**config.mk**
```make
export PLATFORM = sky130hd
export DESIGN_NAME = multdiv_stall_ctrl
export DESIGN_NICKNAME = d
export VERILOG_FILES = /design/src/rtl/multdiv_stall_ctrl.sv
export SDC_FILE = /design/constraint.sdc
export NUM_CORES = 1
export LEC_CHECK = 0
export ABC_CLOCK_PERIOD_IN_PS = 1900
export BUFFER_PORTS_ARGS = -buffer_cell sky130_fd_sc_hd__clkbuf_2
export CELL_PAD_IN_SITES_DETAIL_PLACEMENT = 0
export CELL_PAD_IN_SITES_GLOBAL_PLACEMENT = 1
export CORE_ASPECT_RATIO = 1.75
export CORE_MARGIN = 2
export CORE_UTILIZATION = 35
export CTS_CLUSTER_SIZE = 24
export DETAILED_ROUTE_END_ITERATION = 6
export PLACE_DENSITY = 0.9
export SETUP_SLACK_MARGIN = 0.05
export SYNTH_ARGS = -nofsm -noshare
export SYNTH_HDL_FRONTEND = slang
export SYNTH_SLANG_ARGS = --single-unit
```
**constraint.sdc**
```tcl
create_clock -name clock -period 1.9 [get_ports clock]
set_input_delay 0.19 -clock clock [delete_from_list [all_inputs] [get_ports clock]]
set_output_delay 0.19 -clock clock [all_outputs]
set_load 0.005 [all_outputs]
```
**src/rtl/multdiv_stall_ctrl.sv**
```systemverilog
// Issue/stall controller for the multicycle mult/div unit; optional BUSY watchdog via MD_TIMEOUT_EN.
// Latency: start pulse 1 cycle after detect; result beat 1 cycle after data_resultRDY.
// Backpressure: stall freezes F/D/X from the detect cycle until the RDY cycle, inclusive.
`timescale 1ns/1ps
module multdiv_stall_ctrl #(
  parameter int STATUS_MULT    = 4,
  parameter int STATUS_DIV     = 5,
  parameter int TIMEOUT_CYCLES = 64
) (
  input  logic        clock,
  input  logic        reset,
  input  logic [31:0] DX_IR,
  input  logic [31:0] dx_operandA,
  input  logic [31:0] dx_operandB,
  output logic        ctrl_MULT,
  output logic        ctrl_DIV,
  output logic [31:0] md_operandA,
  output logic [31:0] md_operandB,
  input  logic [31:0] data_result,
  input  logic        data_exception,
  input  logic        data_resultRDY,
  output logic        stall,
  output logic        md_valid,
  output logic        md_we,
  output logic [4:0]  md_rd,
  output logic [31:0] md_result
);

  typedef enum logic [1:0] {IDLE, ISSUE, BUSY, DONE} state_t;

  localparam logic [4:0]  OPC_ALU  = 5'b00000;
  localparam logic [4:0]  ALU_MULT = 5'b00110;
  localparam logic [4:0]  ALU_DIV  = 5'b00111;
  localparam logic [4:0]  RD_EXC   = 5'd30;

  state_t     state, state_nxt;
  logic       is_mult, is_div, is_md;
  logic       op_div;
  logic [4:0] rd_q;
  logic       timeout;
  logic       finish;
  logic       unused_ir;

  assign is_mult = (DX_IR[31:27] == OPC_ALU) && (DX_IR[6:2] == ALU_MULT);
  assign is_div  = (DX_IR[31:27] == OPC_ALU) && (DX_IR[6:2] == ALU_DIV);
  assign is_md   = is_mult | is_div;
  assign unused_ir = ^{DX_IR[21:7], DX_IR[1:0]};

`ifdef MD_TIMEOUT_EN
  localparam int CW = $clog2(TIMEOUT_CYCLES + 1);
  logic [CW-1:0] to_cnt;

  // Cleared while in ISSUE so it reads zero on the first BUSY cycle.
  always_ff @(posedge clock or negedge reset) begin
    if (!reset) begin
      to_cnt <= '0;
    end else if (state == ISSUE) begin
      to_cnt <= '0;
    end else if (state == BUSY) begin
      to_cnt <= to_cnt + 1'b1;
    end
  end

  assign timeout = (state == BUSY) && (to_cnt == CW'(TIMEOUT_CYCLES - 1));
`else
  assign timeout = 1'b0;
`endif

  assign finish = (state == BUSY) && (data_resultRDY || timeout);

  always_ff @(posedge clock or negedge reset) begin
    if (!reset) begin
      state <= IDLE;
    end else begin
      state <= state_nxt;
    end
  end

  always_comb begin
    state_nxt = state;
    stall     = 1'b0;
    ctrl_MULT = 1'b0;
    ctrl_DIV  = 1'b0;
    case (state)
      IDLE: begin
        if (is_md) begin
          stall     = 1'b1;
          state_nxt = ISSUE;
        end
      end
      ISSUE: begin
        stall     = 1'b1;
        ctrl_MULT = ~op_div;
        ctrl_DIV  = op_div;
        state_nxt = BUSY;
      end
      BUSY: begin
        stall = 1'b1;
        if (finish) begin
          state_nxt = DONE;
        end
      end
      DONE: begin
        state_nxt = IDLE;
      end
      default: begin
        state_nxt = IDLE;
      end
    endcase
    // Reset holds state at IDLE, but a mult/div sitting in X must not stall a flushed pipe.
    if (!reset) begin
      stall = 1'b0;
    end
  end

  assign md_valid = (state == DONE);

  always_ff @(posedge clock or negedge reset) begin
    if (!reset) begin
      md_operandA <= '0;
      md_operandB <= '0;
      rd_q        <= '0;
      op_div      <= 1'b0;
    end else if ((state == IDLE) && is_md) begin
      md_operandA <= dx_operandA;
      md_operandB <= dx_operandB;
      rd_q        <= DX_IR[26:22];
      op_div      <= is_div;
    end
  end

  // A real strobe wins over a coincident watchdog expiry.
  always_ff @(posedge clock or negedge reset) begin
    if (!reset) begin
      md_rd     <= '0;
      md_result <= '0;
      md_we     <= 1'b0;
    end else if (finish) begin
      if (data_resultRDY && !data_exception) begin
        md_rd     <= rd_q;
        md_result <= data_result;
        md_we     <= |rd_q;
      end else begin
        md_rd     <= RD_EXC;
        md_result <= op_div ? 32'(STATUS_DIV) : 32'(STATUS_MULT);
        md_we     <= 1'b1;
      end
    end
  end

endmodule

```
After elaboration in Yosys (flattened, before gate mapping):

Index checks and enable logic that the tools add are counted.

* equality and inequality tests: 7
* mux-type cells: 12
* bitwise gates (word level): 2
* reductions and logical operators: 11

Operators with widths (count)
* two-way mux 32 bit: 1
* == test 5 x 3 -> 1 bit, second input constant: 2
* case mux 2 bit (4 select lines): 1
* two-way mux 1 bit: 6
* logical AND 1 bit: 5
* zero test 5 bit: 1
* two-way mux 5 bit: 1
* OR reduction 5 bit: 1
* == test 2 bit, second input constant: 2
* two-way mux 2 bit: 2
* inequality test 2 bit, second input constant: 2
* == test 2 x 1 -> 1 bit, second input constant: 1
* zero test 2 bit: 1
* case mux 1 bit (2 select lines): 1
* AND reduction 2 bit: 1
* OR reduction 2 bit: 1
* zero test 1 bit: 1
* inverter 1 bit: 1
* bitwise OR 1 bit: 1

* flip-flop bits (word level): 110
* word-level logic and storage cells: 40

Depth between registers and ports, before layout:

* word-level depth: 6
* mapped depth: 7
* gate-level depth less buffers: 5

Worst setup path after synthesis:

OpenSTA, ideal clock, no wires.

* path type: register to register
* start: reg state[0]
* end: reg md_operandA[10]
* setup time: 0.125 ns
* arrival: 1.464 ns
* data required time: 1.775 ns
* setup slack: 0.311 ns
* stages on the path, launching flop included: 6
* clock period less this slack: 1.589 ns
* cell sequence: dfrtp_1 -> inv_1 -> ha_1 -> nand4_4 -> buf_6 -> mux2_4

* longest elaborated chain between the ends: 2

RTL lines
* from (decl): line 36 `state_t state, state_nxt;`
* from (signal assigned): line 75 `state <= state_nxt;`
* zero test 2 bit: line 124 `end else if ((state == IDLE) && is_md) begin`
* logical AND 1 bit: line 124
* to (signal assigned): line 125 `md_operandA <= dx_operandA;`
* to (decl): line 17 `output logic [31:0] md_operandA,`

Every way passes these cells.
A chain may end at the register's enable or synchronous reset.

Worst setup path after layout:

* start: reg state[1]
* end: reg md_operandA[28]

Same word-level chain as after synthesis.

==> impl_metrics.ini <==
[drt]
dr.pass1.iters = 4
num_vias = 3409
wl_per_cell_um = 15.23
drc = 0
antenna_left = 0
routed_wirelength_um = 11420
viasPerCell = 4.545
drtIter0Drc = 79

[hold_path]
worstHoldStart = dx_operandA[20]
holdCritPathClass = in -> reg

[timing]
finalSetupViolCount = 0
tightestPinTransition_ps = 686.1
fin_skew_ps = 7.336
setup_ws_ps = 148.8
hold_violations = 0
slew_headroom_pct = 54.26
slew_viol_final = 0
max_clock_freq_ghz = 0.5710
period_minus_slack_ps = 1751
post-route-period-util_pct = 92.17
rsz0062_at_grt = false
fin_tns_setup_ps = 0

[synthesis]
synth_area_um2 = 4757
syn_avg_cell_area_um2 = 13.79
ys_seq_elements = 110
syn_nets = 482
netlist_instances = 345
ys_seq_area_share_pct = 57.86
synth_cell_types = 29
ys_warn_count = 0

[clocking]
cts_root_buffer = clkbuf_16
cts_tree = built
ctsLongestPathBuffers = 2
cts_buffers = 9
clock-sinks = 110
clock_latency_ps = 340
cts_max_level = 3
cts.reportedPaths.clkPinSlew_ps = 80

[die]
die_x_um = 92.13
rows = 56
die-area_um2 = 14580
die_y_um = 158.2
start_util_pct = 35.73
core_area_um2 = 13310
io_pins = 238

[final_layout]
final_common_cell = clkbuf_2
post_route_cells_drive_above_1_share_pct = 56.60
final_cell_mix = clkbuf_2, dfrtp_1, mux2_4
area_delta_synth_final_pct = 35.72
nets = 709
antenna_cells = 0
final_util_pct = 48.50

[placed_design]
pre_cts_slack_ps = 47.78
gp_congestion = 0.8107
post-dp-hpwl_um = 8221
portBuffers = 220

[worst_setup_path]
endpoint_kind = flip-flop
startpoint_type = flip-flop
reg2reg_from = state[1]
cp_max_fo = 27
cp_data_arrival_time_ps = 1980
critical_path.startpoint = state[1]
crit_required_ps = 2130
criticalPathCategory = reg -> reg

[grt]
grt_usage_pct = 15.41
grt_pass1_vias = 3598
antenna_found_initial = 1
grt_pass1_wl_um = 17660
grt_max_degree = 111
grt_overflow = 0

[flow_run]
cap_viol_max_count = 0

[outcome]
status = finished clean

[pwr]
power_density_nw_per_um2 = 1030
p_leak_nw = 3.720
peakVddDrop_mv = 0.5226
==> through the flow <==
step / hold slack [ps] / std cells / total power, W / cell area (µm²)
detailed placement: 361.5 / 725 / 0.004710 / 6032
CTS: 54.98 / 747 / 0.006690 / 6454
global placement: 347.7 / 725 / 0.004619 / 6032
global route: 57.42 / 750 / 0.007087 / 6456
finish: 72.21 / 750 / 0.006648 / 6456
floorplan: -105.6 / 345 / 0.003815 / 4757
==> worst paths after layout <==
path                                   end  slack [ps]  cells past startpoint
max in group asynchronous    md_result[23]         940                      3
setup / recovery           md_operandA[28]         150                      6
hold reg to reg                   md_rd[0]         480                      2
min in group asynchronous  md_operandA[19]         510                      3
setup reg to reg           md_operandA[28]         150                      6
hold / removal             md_operandA[20]          70                      2
==> synthesized netlist by cell type (all sizes together) <==
| cell type | n | area, µm² |
|---|---|---|
| a211o | 1 | 8.760 |
| a21o | 1 | 7.510 |
| a21oi | 2 | 10.01 |
| a311oi | 2 | 17.52 |
| and2 | 1 | 6.260 |
| and3b | 1 | 8.760 |
| and4 | 1 | 8.760 |
| buf | 7 | 78.83 |
| clkbuf | 12 | 45.04 |
| dfrtp | 110 | 2753 |
| ha | 5 | 62.56 |
| inv | 4 | 15.01 |
| mux2 | 70 | 1047 |
| mux2i | 1 | 10.01 |
| nand2 | 39 | 146.4 |
| nand2b | 34 | 212.7 |
| nand3 | 1 | 5.000 |
| nand4 | 1 | 21.27 |
| nor2 | 6 | 22.52 |
| nor2b | 2 | 12.51 |
| nor3 | 1 | 10.01 |
| nor4 | 1 | 6.260 |
| nor4b | 1 | 23.77 |
| o211ai | 1 | 7.510 |
| o21ai | 37 | 185.2 |
| o221ai | 1 | 8.760 |
| o311a | 1 | 10.01 |
| or3 | 1 | 6.260 |
==> report_power, final <==
part | internal, W | switching (W)
clock | 0.00103 | 0.000845
combinational | 0.000863 | 0.000866
sequential | 0.00278 | 0.000262
==> critical path: stages (launching register included) <==
cell and delay, ps:
dfrtp_1 430, inv_2 100, ha_4 180, nand4_4 110, buf_4 170, bufbuf_16 310, mux2_4 320
==> sequential cells by signal (all words and copies together) (netlist names) <==
name and flops:
state 2, md_operandA 32, op_div 1, md_we 1, md_rd 5, rd_q 5
md_result 32, md_operandB 32
==> what timing repair did <==
action,in CTS,in global routing
endpoints found under the hold margin,53,0
hold buffers,1,0
gates cloned,2,0
resized for setup,5,0
setup endpoints to repair,1,27
pin swaps,0,1
setup buffers,4,4
==> final cells by class <==
| type | instances | area [µm²] |
|---|---|---|
| Timing Repair Buffer | 235 | 1294 |
| Clock buffer | 9 | 225.2 |
| Tap cell | 174 | 217.7 |
| Inverter | 4 | 15.01 |
| Multi-Input combinational cell | 212 | 1881 |
| Clock inverter | 6 | 71.32 |
| Fill cell | 1228 | 6857 |
| Sequential cell | 110 | 2753 |
==> kinds of logic (layout without fill, tap and decap cells) <==
group	count (synthesis)	count (layout)	synth area share (%)
mux	71	71	22.23
flops	110	110	57.86
simple gates	90	90	10.31
compound gates	46	46	5.366
buf+inv	23	254	2.919
fa+ha+maj	5	5	1.315
==> metal layers <==
metal	vias up	GRT usage, %	share of wire, %
met5	-	0	0.11
met3	17	3.522	5.8
met4	2	7.249	2.5
met2	135	26.86	53
li1	1619	-	-
met1	1636	17.89	39
(Power assumes the default switching activity.)
